### src/rtl/btn_scan_arbiter.sv
// Button debouncer with shared tick prescaler, per-button pending slots, round-robin
// arbitration and an event FIFO. Define BTN_SCAN_TIMESTAMP_EN to add o_evt_ts.
module btn_scan_arbiter #(
  parameter int N_BTN        = 4,
  parameter int TICK_DIV     = 1024,
  parameter int STABLE_TICKS = 16,
  parameter int FIFO_DEPTH   = 4,
  localparam int IDW         = (N_BTN > 1) ? $clog2(N_BTN) : 1
) (
  input  logic             clk,
  input  logic             rst_n,
  input  logic [N_BTN-1:0] i_btn,
  output logic [N_BTN-1:0] o_state,
  output logic             o_evt_valid,
  input  logic             i_evt_ready,
  output logic [IDW-1:0]   o_evt_id,
  output logic             o_evt_up,
  output logic             o_overflow,
  input  logic             i_clr_ovf
`ifdef BTN_SCAN_TIMESTAMP_EN
  ,
  output logic [15:0]      o_evt_ts
`endif
);

  localparam int PW = $clog2(TICK_DIV);
  localparam int CW = $clog2(STABLE_TICKS);
  localparam int AW = $clog2(FIFO_DEPTH);

  logic [N_BTN-1:0]               sync1_q, sync1_d;
  logic [N_BTN-1:0]               sync2_q, sync2_d;
  logic [PW-1:0]                  presc_q, presc_d;
  logic                           tick;
  logic [N_BTN-1:0][CW-1:0]       cnt_q, cnt_d;
  logic [N_BTN-1:0]               state_q, state_d;
  logic [N_BTN-1:0]               raise;
  logic [N_BTN-1:0]               accept;
  logic [N_BTN-1:0]               pend_q, pend_d;
  logic [N_BTN-1:0]               dir_q, dir_d;
  logic [IDW-1:0]                 rr_q, rr_d;
  logic [IDW-1:0]                 gnt_idx;
  logic                           gnt_found;
  logic                           grant;
  logic                           pop;
  logic                           full;
  logic                           ovf_set;
  logic                           ovf_q, ovf_d;
  logic [FIFO_DEPTH-1:0][IDW:0]   mem_q, mem_d;
  logic [AW-1:0]                  wr_q, wr_d;
  logic [AW-1:0]                  rd_q, rd_d;
  logic [AW:0]                    fcnt_q, fcnt_d;

  // Synchroniser and shared sample-tick prescaler
  always_comb begin
    sync1_d = i_btn;
    sync2_d = sync1_q;
    tick    = (presc_q == PW'(TICK_DIV - 1));
    presc_d = tick ? '0 : presc_q + 1'b1;
  end

  // Per-button stability counters: a new level needs STABLE_TICKS mismatching ticks in a row
  always_comb begin
    cnt_d   = cnt_q;
    state_d = state_q;
    raise   = '0;
    if (tick) begin
      for (int i = 0; i < N_BTN; i++) begin
        if (sync2_q[i] == state_q[i]) begin
          cnt_d[i] = '0;
        end else if (cnt_q[i] == CW'(STABLE_TICKS - 1)) begin
          state_d[i] = ~state_q[i];
          cnt_d[i]   = '0;
          raise[i]   = 1'b1;
        end else begin
          cnt_d[i] = cnt_q[i] + 1'b1;
        end
      end
    end
  end

  // Round-robin search over pending slots starting at rr_q
  always_comb begin
    int             idx;
    logic [IDW-1:0] idx_v;
    idx       = 0;
    idx_v     = '0;
    gnt_found = 1'b0;
    gnt_idx   = '0;
    for (int k = 0; k < N_BTN; k++) begin
      idx = int'(rr_q) + k;
      if (idx >= N_BTN) idx = idx - N_BTN;
      idx_v = IDW'(idx);
      if (!gnt_found && pend_q[idx_v]) begin
        gnt_found = 1'b1;
        gnt_idx   = idx_v;
      end
    end
  end

  assign full        = (fcnt_q == (AW + 1)'(FIFO_DEPTH));
  assign o_evt_valid = (fcnt_q != '0);
  assign pop         = o_evt_valid & i_evt_ready;
  assign grant       = gnt_found & (~full | pop);

  // Pending slots: a slot freed by this cycle's grant may take a new event without loss
  always_comb begin
    pend_d  = pend_q;
    dir_d   = dir_q;
    accept  = '0;
    ovf_set = 1'b0;
    rr_d    = rr_q;
    if (grant) begin
      pend_d[gnt_idx] = 1'b0;
      rr_d = (gnt_idx == IDW'(N_BTN - 1)) ? '0 : gnt_idx + 1'b1;
    end
    for (int i = 0; i < N_BTN; i++) begin
      if (raise[i]) begin
        if (pend_q[i] && !(grant && (gnt_idx == IDW'(i)))) begin
          ovf_set = 1'b1;
        end else begin
          accept[i] = 1'b1;
          pend_d[i] = 1'b1;
          dir_d[i]  = state_d[i];
        end
      end
    end
    ovf_d = ovf_set | (ovf_q & ~i_clr_ovf);
  end

  // Event FIFO
  always_comb begin
    mem_d  = mem_q;
    wr_d   = wr_q;
    rd_d   = rd_q;
    fcnt_d = fcnt_q;
    if (grant) begin
      mem_d[wr_q] = {gnt_idx, dir_q[gnt_idx]};
      wr_d        = wr_q + 1'b1;
    end
    if (pop) rd_d = rd_q + 1'b1;
    if (grant && !pop)      fcnt_d = fcnt_q + 1'b1;
    else if (pop && !grant) fcnt_d = fcnt_q - 1'b1;
  end

  always_ff @(posedge clk or negedge rst_n) begin
    if (!rst_n) begin
      sync1_q <= '0;
      sync2_q <= '0;
      presc_q <= '0;
      cnt_q   <= '0;
      state_q <= '0;
      pend_q  <= '0;
      dir_q   <= '0;
      rr_q    <= '0;
      ovf_q   <= 1'b0;
      mem_q   <= '0;
      wr_q    <= '0;
      rd_q    <= '0;
      fcnt_q  <= '0;
    end else begin
      sync1_q <= sync1_d;
      sync2_q <= sync2_d;
      presc_q <= presc_d;
      cnt_q   <= cnt_d;
      state_q <= state_d;
      pend_q  <= pend_d;
      dir_q   <= dir_d;
      rr_q    <= rr_d;
      ovf_q   <= ovf_d;
      mem_q   <= mem_d;
      wr_q    <= wr_d;
      rd_q    <= rd_d;
      fcnt_q  <= fcnt_d;
    end
  end

  assign o_state    = state_q;
  assign o_overflow = ovf_q;
  assign o_evt_id   = mem_q[rd_q][IDW:1];
  assign o_evt_up   = mem_q[rd_q][0];

`ifdef BTN_SCAN_TIMESTAMP_EN
  logic [15:0]                  ts_q, ts_d;
  logic [N_BTN-1:0][15:0]       pts_q, pts_d;
  logic [FIFO_DEPTH-1:0][15:0]  tsm_q, tsm_d;

  // Timestamp travels with the event: stamped on raise, carried through slot and FIFO
  always_comb begin
    ts_d  = tick ? ts_q + 16'd1 : ts_q;
    pts_d = pts_q;
    tsm_d = tsm_q;
    for (int i = 0; i < N_BTN; i++) begin
      if (accept[i]) pts_d[i] = ts_q;
    end
    if (grant) tsm_d[wr_q] = pts_q[gnt_idx];
  end

  always_ff @(posedge clk or negedge rst_n) begin
    if (!rst_n) begin
      ts_q  <= '0;
      pts_q <= '0;
      tsm_q <= '0;
    end else begin
      ts_q  <= ts_d;
      pts_q <= pts_d;
      tsm_q <= tsm_d;
    end
  end

  assign o_evt_ts = tsm_q[rd_q];
`endif

endmodule

### config.mk
export PLATFORM = sky130hd
export DESIGN_NAME = btn_scan_arbiter
export DESIGN_NICKNAME = d
export VERILOG_FILES = /design/src/rtl/btn_scan_arbiter.sv
export SDC_FILE = /design/constraint.sdc
export NUM_CORES = 1
export LEC_CHECK = 0
export BUFFER_PORTS_ARGS = -buffer_cell sky130_fd_sc_hd__buf_4
export CORE_ASPECT_RATIO = 1.75
export CORE_MARGIN = 4
export CORE_UTILIZATION = 50
export CTS_CLUSTER_SIZE = 14
export DETAILED_ROUTE_END_ITERATION = 7
export GPL_ROUTABILITY_DRIVEN = 1
export PLACE_DENSITY = 0.67
export SYNTH_ARGS = -nofsm -noshare
export SYNTH_HDL_FRONTEND = slang
export SYNTH_SLANG_ARGS = --single-unit
### constraint.sdc
create_clock -name clk -period 3.8 [get_ports clk]
set_input_delay 0.76 -clock clk [delete_from_list [all_inputs] [get_ports clk]]
set_output_delay 0.76 -clock clk [all_outputs]
set_load 0.005 [all_outputs]
==> impl_metrics.toml <==
[power_and_ir_drop]
powerDensity_nw_per_um2 = 559.7
p_leak_uw = 0.001768
ir_worst_vdd_mv = 0.3521

[place]
portBuffers = 16
place_ws_ns = 1.094
hpwl_um = 4605
gp_congestion = 0.8349

[sta]
final-hold-violation-count = 0
setup_slack_ns = 1.177
worstMarginPinSlew_ns = 0.8327
rsz0062_at_grt = "no"
min_period_ns = 2.623
final.setup.tns_ns = 0
slew_headroom_pct = 44.48
timing.fmax_mhz = 381.3
setup-violations-final = 0
period_share_pct = 69.02
finClkSkew_ns = 0.004824
maxSlewViolCount = 0

[run_status]
status = "complete, no violations"

[synth]
synth_area_leaders = "dfrtp_1 (51%), ha_1 (5.2%), o21ai_0 (4.8%)"
synth-simple-area-share_pct = 18.15
yosysSeqAreaShare_pct = 50.90
synth_compound_area_share_pct = 12.16
ys.warnings.count = 0
synth_nets = 340
ys_types = 42
synth_cells = 317
syn_area_um2 = 3343
synth.avg_cell_area_um2 = 10.55
synth_edf_count = 0
post-synth-top-count-cell = "dfrtp_1"
yosys.area_share.adder_pct = 5.838
yosysTopAreaCell = "dfrtp_1"
ys_async_sr_fraction_pct = 100.0
synthTopCellsByCount = "dfrtp_1 (68), o21ai_0 (32), nand2_1 (29), nand3_1 (28), nor2_1 (16)"
synthXorXnorAreaFrac_pct = 5.501
synth_top_area_share_pct = 50.90
synth_seq_cells = 68
ys.flop_type = "dfrtp_1"
muxShareOfSynthArea_pct = 4.154
synth_top_family_by_area = "simple AND/OR/NAND/NOR gates"

[routing]
drt_iter0_drc = 122
antenna_left = 0
wire_per_inst_um = 15.35
dr.pass1.iters = 4
drcViolationCount = 0
vias = 2407
finalWirelength_um = 6507
avgViaCountPerCell = 5.677

[worst_setup_path]
rr_worst_depth = 10
critPathLaunchType = "flip-flop"
reg2reg_to = "o_overflow$_DFF_PN0_"
r2r-start = "pend_q[0]$_DFF_PN0_"
crit_fanout = 7
cp-end-kind = "flip-flop"
worstPathArrival_ns = 2.83
cp.required_ns = 4.00
critPathKind = "flip-flop to flip-flop"
r2r_setup_slack_ns = 1.18

[clock_network]
cts_hold_buf = 0
cts_resized = 0
numCtsBuffers = 9
clk_path_buf_depth = 2
clk_latency_ns = 0.33
cts_root_buf = "clkbuf_16"
clk_pin_slew_ns = 0.05
post_cts_buffers = 0
htree_levels = 3
cts_tree = "done"
cts.sinks = 68

[grt]
grt.total_usage_pct = 18.18
grt.overflow.total = 0
grt_pass1_wl_um = 11390
grt_pass1_vias = 2480
antenna_found_initial = 0
grt_max_degree = 69

[min_path]
min_from = "sync1_q[0]$_DFF_PN0_"
whs_path_depth = 0
whs_endpoint = "sync2_q[0]$_DFF_PN0_"
hold_class = "flip-flop to flip-flop"

[run]
maxCapViolations = 0

[floorplan]
core-area_um2 = 6539
start_util_pct = 51.13
die_w_um = 69.81
io_pins = 17
std_cell_rows = 39
die_y_um = 116.2
die_area_um2 = 8110

[finish]
drive_gt1_share_pct = 13.74
nNetsFinal = 360
area_growth_pct = 15.01
num_antenna_cells = 0
-- layer usage --
| metal | GRT usage (%) | routed length [um] |
|---|---|---|
| met5 | 0 | 0 |
| met4 | 12.02 | 270 |
| met3 | 5.512 | 277 |
| met2 | 31.33 | 3392 |
| met1 | 19.11 | 2566 |
-- through the flow --
| step | cell area (um^2) | hold WS (ns) | total power (uW) | cells | utilization [%] |
|---|---|---|---|---|---|
| 4_1_cts | 3845 | 0.3484 | 2187 | 424 | 58.80 |
| 6_report | 3845 | 0.3518 | 2152 | 424 | 58.80 |
| 3_5_place_dp | 3508 | 0.3362 | 1249 | 408 | 53.65 |
| 5_1_grt | 3845 | 0.3585 | 2269 | 424 | 58.80 |
| 3_3_place_gp | 3508 | 0.3341 | 1230 | 408 | 53.65 |
| 2_1_floorplan | 3343 | 0.3312 | 1130 | 317 | - |
-- cell type report --
class	count	area, um^2
well taps	82	102.6
fillers	555	2694
clock buffers	12	266.5
repair buffers	17	127.6
clock inverters	4	70.07
flip-flops and latches	68	1702
inverters	12	45.04
multi-input cells	229	1531
-- critical path, stage by stage, from the launching register on --
cell     delay (ns)
dfrtp_1        0.41
nor2b_1        0.14
o21a_1         0.23
or3_1          0.49
inv_1          0.15
ha_1           0.19
inv_1          0.04
o21ai_0        0.37
nor3_1         0.12
nor4_1         0.25
o22ai_1        0.10
-- worst max-delay path by stage --
stage,startpoint,end,slack (ns),cells past startpoint
CTS,pend_q[0]$_DFF_PN0_,o_overflow$_DFF_PN0_,1.18,10
finish,pend_q[0]$_DFF_PN0_,o_overflow$_DFF_PN0_,1.18,10
floorplan,i_evt_ready,fcnt_q[1]$_DFFE_PN0P_,1.14,8
global placement,i_evt_ready,fcnt_q[1]$_DFFE_PN0P_,1.12,7
global route,pend_q[2]$_DFF_PN0_,o_overflow$_DFF_PN0_,0.93,10
detailed placement,i_evt_ready,fcnt_q[1]$_DFFE_PN0P_,1.09,7
-- logic make-up after synthesis --
logic type,after synthesis
xor+xnor,21
compound gates,67
fa+ha+maj,15
buf+inv,20
simple gates,117
flops,68
mux,9
-- placed cells by master, fill, tap and decap left out, drive strengths merged --
cell | Yosys | routed
clkbuf | 2 | 12
or4b | 1 | 1
a21o | 6 | 6
o2111ai | 4 | 4
o31ai | 9 | 9
o21ai | 33 | 33
fa | 1 | 1
and2 | 3 | 3
a21oi | 6 | 6
nand3 | 28 | 28
nor4b | 1 | 1
nand2b | 6 | 6
a311o | 1 | 1
ha | 14 | 14
or3 | 2 | 2
nand2 | 29 | 29
mux2 | 6 | 6
nor2b | 3 | 3
dfrtp | 68 | 68
a21boi | 2 | 2
nor4 | 5 | 5
a31oi | 4 | 4
nor2 | 16 | 16
nand4 | 3 | 3
xnor2 | 11 | 11
buf | 6 | 17
and3 | 12 | 12
bufinv | 0 | 2
o22ai | 1 | 1
o21a | 1 | 1
nor3 | 5 | 5
mux4 | 3 | 3
xor2 | 10 | 10
clkinv | 0 | 2
or4 | 1 | 1
inv | 12 | 12
and4 | 2 | 2
-- power by group --
| group | internal, uW | switching, uW | total [uW] |
|---|---|---|---|
| combinational | 177 | 144 | 321 |
| sequential | 816 | 96.6 | 913 |
| clock | 625 | 293 | 918 |
-- flip-flops by register name, indices dropped and copies added (netlist names) --
signal	cells
presc_q	10
sync1_q	4
dir_q	4
pend_q	4
o_overflow	1
mem_q	12
rd_q	2
cnt_q	16
fcnt_q	3
rr_q	2
wr_q	2
o_state	4
sync2_q	4
(Power assumes the default switching activity.)
